==> src/rtl/db15_pkg.sv <==
// db15_pkg: shared frame constants, bit layout and FSM state type for the DB15 joystick link
package db15_pkg;
    localparam int FRAME_BITS_DEF = 24;
    localparam int JOY_W          = 12;
    localparam int P1_LSB         = 0;
    localparam int P2_LSB         = JOY_W;
    typedef enum logic [1:0] {ST_IDLE, ST_LOAD, ST_SHIFT, ST_DONE} db15_state_t;
endpackage

==> src/rtl/db15_sync.sv <==
// db15_sync: multi-flop synchronizer with toggle detection on the synchronized level
module db15_sync #(
    parameter int   STAGES = 2,
    parameter logic INIT   = 1'b0
)(
    input  logic clk,
    input  logic rst_n,
    input  logic i_d,
    output logic o_q,
    output logic o_edge
);
    logic [STAGES-1:0] r_sync;
    logic              r_prev;
    // shift the pin through the chain and remember the last synchronized level
    always_ff @(posedge clk or negedge rst_n) begin
        if (!rst_n) begin
            r_sync <= {STAGES{INIT}};
            r_prev <= INIT;
        end else begin
            r_sync <= (r_sync << 1) | STAGES'(i_d);
            r_prev <= r_sync[STAGES-1];
        end
    end
    assign o_q    = r_sync[STAGES-1];
    assign o_edge = r_sync[STAGES-1] ^ r_prev;
endmodule

==> src/rtl/db15_joy_tx.sv <==
// db15_joy_tx: serializes two 12-button joysticks onto an active-low shift-register style link
module db15_joy_tx
    import db15_pkg::*;
#(
    parameter int FRAME_BITS  = FRAME_BITS_DEF,
    parameter int SYNC_STAGES = 2,
    parameter int TIMEOUT     = 1048575
)(
    input  logic        clk,
    input  logic        RESET_L,
    input  logic [11:0] joystick1,
    input  logic [11:0] joystick2,
    input  logic        joy_load,
    input  logic        joy_clk,
    output logic        joy_data,
    output logic        frame_done,
    output logic        overrun,
    output logic        link_active,
    output logic [7:0]  frame_cnt
);
    localparam int             CW       = $clog2(FRAME_BITS + 1);
    localparam int             IW       = $clog2(TIMEOUT + 1);
    localparam logic [CW-1:0]  LAST_BIT = CW'(FRAME_BITS - 1);
    localparam logic [IW-1:0]  IDLE_MAX = IW'(TIMEOUT);

    db15_state_t           r_state, w_state_nxt;
    logic [FRAME_BITS-1:0] r_shift, w_shift_nxt, w_load_val;
    logic [CW-1:0]         r_bit_cnt, w_bit_cnt_nxt;
    logic [IW-1:0]         r_idle;
    logic [7:0]            r_frame_cnt;
    logic                  r_data, r_done, r_overrun, r_link;
    logic                  w_ld, w_ld_edge, w_ck, w_ck_edge;
    logic                  w_ld_fall, w_ld_rise, w_ck_rise, w_idle_sat;
    logic                  w_frame_end, w_extra;

    db15_sync #(.STAGES(SYNC_STAGES), .INIT(1'b1)) u_sync_load (
        .clk(clk), .rst_n(RESET_L), .i_d(joy_load), .o_q(w_ld), .o_edge(w_ld_edge)
    );
    db15_sync #(.STAGES(SYNC_STAGES), .INIT(1'b0)) u_sync_clk (
        .clk(clk), .rst_n(RESET_L), .i_d(joy_clk), .o_q(w_ck), .o_edge(w_ck_edge)
    );

    assign w_ld_fall  = w_ld_edge & ~w_ld;
    assign w_ld_rise  = w_ld_edge & w_ld;
    assign w_ck_rise  = w_ck_edge & w_ck & w_ld;
    assign w_idle_sat = (r_idle == IDLE_MAX);

    // next state: load low wins, then idle timeout, then per-state shifting
    always_comb begin
        w_state_nxt   = r_state;
        w_shift_nxt   = r_shift;
        w_bit_cnt_nxt = r_bit_cnt;
        w_frame_end   = 1'b0;
        w_extra       = 1'b0;
        w_load_val    = '1;
        w_load_val[P1_LSB +: JOY_W] = ~joystick1;
        w_load_val[P2_LSB +: JOY_W] = ~joystick2;
        if (w_ld_fall || (r_state != ST_IDLE && !w_ld && !w_idle_sat)) begin
            w_state_nxt   = ST_LOAD;
            w_bit_cnt_nxt = '0;
        end else if (w_idle_sat) begin
            w_state_nxt   = ST_IDLE;
            w_bit_cnt_nxt = '0;
            w_shift_nxt   = '1;
        end else begin
            case (r_state)
                ST_LOAD:  if (w_ld_rise) w_state_nxt = ST_SHIFT;
                ST_SHIFT: if (w_ck_rise) begin
                    w_shift_nxt   = {1'b1, r_shift[FRAME_BITS-1:1]};
                    w_bit_cnt_nxt = r_bit_cnt + 1'b1;
                    w_frame_end   = (r_bit_cnt == LAST_BIT);
                    w_state_nxt   = w_frame_end ? ST_DONE : ST_SHIFT;
                end
                ST_DONE:  w_extra = w_ck_rise;
                default:  w_state_nxt = r_state;
            endcase
        end
        if (w_state_nxt == ST_LOAD && !w_ld) w_shift_nxt = w_load_val;
    end

    // frame state, serial data and status registers
    always_ff @(posedge clk or negedge RESET_L) begin
        if (!RESET_L) begin
            r_state     <= ST_IDLE;
            r_shift     <= '1;
            r_bit_cnt   <= '0;
            r_data      <= 1'b1;
            r_done      <= 1'b0;
            r_overrun   <= 1'b0;
            r_frame_cnt <= '0;
        end else begin
            r_state     <= w_state_nxt;
            r_shift     <= w_shift_nxt;
            r_bit_cnt   <= w_bit_cnt_nxt;
            r_data      <= (w_state_nxt == ST_SHIFT) ? w_shift_nxt[0] : 1'b1;
            r_done      <= w_frame_end;
            r_overrun   <= r_overrun | w_extra;
            r_frame_cnt <= r_frame_cnt + {7'd0, w_frame_end};
        end
    end

    // idle watchdog: restarted by each load falling edge, saturates at TIMEOUT
    always_ff @(posedge clk or negedge RESET_L) begin
        if (!RESET_L) begin
            r_idle <= '0;
            r_link <= 1'b0;
        end else begin
            r_idle <= w_ld_fall ? '0 : (w_idle_sat ? r_idle : r_idle + 1'b1);
            r_link <= w_ld_fall ? 1'b1 : (w_idle_sat ? 1'b0 : r_link);
        end
    end

    assign joy_data    = r_data;
    assign frame_done  = r_done;
    assign overrun     = r_overrun;
    assign link_active = r_link;
    assign frame_cnt   = r_frame_cnt;
endmodule

==> config.mk <==
export PLATFORM = sky130hd
export DESIGN_NAME = db15_joy_tx
export DESIGN_NICKNAME = d
export VERILOG_FILES = /design/src/rtl/db15_pkg.sv /design/src/rtl/db15_sync.sv /design/src/rtl/db15_joy_tx.sv
export SDC_FILE = /design/constraint.sdc
export NUM_CORES = 1
export LEC_CHECK = 0
export CAP_MARGIN = 15
export CORE_MARGIN = 4
export CORE_UTILIZATION = 25
export CTS_CLUSTER_SIZE = 14
export DETAILED_ROUTE_END_ITERATION = 6
export DONT_BUFFER_PORTS = 1
export GPL_ROUTABILITY_DRIVEN = 0
export PLACE_DENSITY = 0.41
export SLEW_MARGIN = 20
export SYNTH_ARGS = -nofsm -noshare
export SYNTH_HDL_FRONTEND = slang
export SYNTH_SLANG_ARGS = --single-unit
==> constraint.sdc <==
create_clock -name clk -period 3.2 [get_ports clk]
set_clock_uncertainty 0.2 [all_clocks]
set_input_delay 0.16 -clock clk [delete_from_list [all_inputs] [get_ports clk]]
set_output_delay 0.16 -clock clk [all_outputs]
set_load 0.02 [all_outputs]
==> flow_summary.yaml <==
run_status:
  outcome: "finished clean"
placed_design:
  place_ws_ns: 0.361
  port-buffer-count: 0
  dpl.hpwl_mm: 4.96
floorplanning:
  core_um2: 13800
  dieArea_um2: 16000
  row_count: 43
  die-height_um: 127
  io_pins: 40
  die_width_um: 127
  start_util_pct: 25.4
logic_synthesis:
  avgSynthCellArea_um2: 11.4
  synth_area_leaders: "dfrtp_1 (29%), dfstp_2 (21%), mux2i_1 (7.1%)"
  netlist_instances: 309
  synth_flop_cell: "dfrtp_1"
  synth_fp_nets: 346
  synth-seq-cells: 69
  synth-edff-count: 0
  synth_area_um2: 3510
  yosysTopAreaCell: "dfrtp_1"
  yosysWarningCount: 0
  synth-async-reset-ratio_pct: 100
  synth_top_cell_area_share_pct: 29.2
  synth-seq-area-share_pct: 50.2
  synth.distinct_cells: 50
power_and_ir_drop:
  pwr-share-clk_pct: 33.2
  sw_frac_of_total_pct: 28.4
  p_leak_uw: 0.00179
  switchingPower_uw: 843
  power_per_cell_area_nw_per_um2: 685
  p_seq_share_pct: 44.6
  p_int_uw: 2120
  vdd_ir_drop_max_uv: 266
  combPwrFrac_pct: 22.2
global_routing:
  grt_pass1_vias: 2515
  grt_antenna_before_repair: 0
  grt_max_degree: 70
  grt_pass1_wl_mm: 13.3
  grt_overflow: 0
  grt.total_usage_pct: 10.5
sta:
  rsz0062_at_grt: "no"
  fin_setup_tns_ns: 0
  post-route-period-util_pct: 81.8
  timing.final.ws_setup_ns: 0.582
  relSlewSlack_pct: 45.9
  timing.fmax_mhz: 382
  finalSetupViolations: 0
  finalCriticalPeriod_ns: 2.62
  drv_slew: 0
  worst_slew_pin_slew_ns: 0.803
  hold_viol_final: 0
clock_tree:
  path_clk_slew_ns: 0.06
  cts_inserted_buffers: 9
  cts_setup_buffers: 0
  cts_buffer_depth: 2
  numClockSinks: 69
  cts_tree: "built"
  clock_latency_ns: 0.34
  cts-root-buf: "clkbuf_16"
  cts-resized-gates: 0
  htreeDepth: 3
worst_setup_path:
  worstPathArrival_ns: 2.68
  crit_type: "register to register"
  required_ns: 3.26
  end_kind: "register"
  cp_max_fo: 7
  rr_worst_depth: 9
  startpoint_type: "register"
layout:
  layout.nets: 376
  diodes: 0
  syn2layout_area_growth_pct: 23.3
  fill_cells: 1389
  drive_gt1_share_pct: 19.2
drt:
  firstDrtPassIters: 4
  vias: 2437
  drc: 0
  drtIter0Drc: 117
  vias_per_cell: 4.65
  wl_per_cell_um: 15.0
  routed_wl_mm: 7.85
  ant_nets: 0
run:
  maxCapViolCount: 0
worst_hold_path:
  hold_path_class: "primary input to asynchronous set/reset pin"
==> metrics by stage <==
stage / area (um2) / utilization [%] / total power [uW] / instances / hold WS (ns)
global route: 4330 / 31.3 / 3150 / 524 / 0.162
CTS: 4300 / 31.1 / 3000 / 523 / 0.147
finish: 4330 / 31.3 / 2970 / 524 / 0.157
detailed placement: 3710 / 26.8 / 1930 / 479 / -0.330
global placement: 3710 / 26.8 / 1900 / 479 / -0.332
floorplan: 3510 / - / 1800 / 309 / -0.336
==> path summary, 6_finish.rpt <==
path                       slack (ns)                    to                 start
setup / recovery                 0.58          frame_cnt[6]            r_idle[16]
hold / removal                   0.16  u_sync_clk.r_sync[0]               RESET_L
setup reg to reg                 0.58          frame_cnt[6]            r_idle[16]
hold reg to reg                  0.16  u_sync_clk.r_sync[1]  u_sync_clk.r_sync[0]
max in group asynchronous        2.31           r_shift[15]               RESET_L
min in group clk                 0.16  u_sync_clk.r_sync[1]  u_sync_clk.r_sync[0]
==> cell families (layout without fill, tap and decap cells) <==
logic type                 count (synthesis)  in the layout  synth area share (%)
and+or+nand+nor                           85             85                  13.5
AOI/OAI and AO/OA                         70             70                  16.1
DFF                                       69             69                  50.2
muxes                                     26             26                  7.45
buffers and inverters                     26             61                  3.56
xor gates and xnor gates                  24             24                  5.99
adders and majority gates                  9              9                  3.21
==> metal layers <==
layer  track usage, %  vias to the layer above  part of all wire, %
met4             4.54                        0                  2.0
met3             3.75                       14                  4.3
met2             15.8                       40                   45
met5                0                        -                    0
li1                 -                     1182                    -
met1             13.7                     1201                   49
==> registers in the layout, summed over array words and instances, names as in the netlist, 2 cells and up <==
name                cells
frame_cnt               8
r_shift                24
u_sync_clk.r_sync       2
r_state                 2
r_idle                 20
r_bit_cnt               5
u_sync_load.r_sync      2
==> cells in the final DEF, fill, tap and decap left out, types with 5 or more instances in the layout <==
master	Yosys	final
mux2i_1	25	25
ha_1	9	9
clkbuf_16	0	9
dfstp_2	28	28
dfrtp_1	41	41
buf_4	1	7
xor2_1	6	6
xnor2_1	18	18
nand2_1	12	12
a211oi_1	25	25
nor3_1	7	5
inv_1	9	9
nand4_1	6	6
o21bai_1	22	22
a21oi_1	5	5
dlygate4sd3_1	0	27
nand3_1	7	7
nor2_1	27	27
==> layout make-up <==
class	instances	area, um2	area share (%)
Clock buffer	13	280	6.47
Clock inverter	3	17.5	0.405
Inverter	9	33.8	0.780
Multi-Input combinational cell	214	1630	37.7
Sequential cell	69	1760	40.7
Tap cell	180	225	5.20
Timing Repair Buffer	36	378	8.73
==> Yosys cell counts, types with 7 or more instances <==
cell,count
nor2_1,27
xnor2_1,18
mux2i_1,25
dfrtp_1,41
inv_1,9
ha_1,9
dfstp_2,28
nand3_1,7
a211oi_1,25
nor3_1,7
o21bai_1,22
clkbuf_1,12
nand2_1,12
==> power by group through the flow <==
stage               clock network (uW)  registers (uW)  logic (uW)
floorplan                            0            1300         504
CTS                               1030            1330         640
finish                             984            1320         658
detailed placement                   0            1340         590
global route                      1070            1350         733
global placement                     0            1340         564
==> timing repair <==
| action | CTS | global route |
|---|---|---|
| setup endpoints to repair | 0 | 0 |
| hold buffers | 28 | 0 |
| endpoints found under the hold margin | 95 | 0 |
==> worst max-delay path, stage by stage, from the launching register on <==
cell and delay [ns]:
dfrtp_1 0.43, nand4_1 0.25, or3_4 0.49, o21ai_1 0.20, nor3_1 0.11, ha_1 0.22
ha_1 0.21, and3_1 0.21, nand3_1 0.10, xnor2_1 0.12
Note: power is estimated with default switching activity, not from simulation.
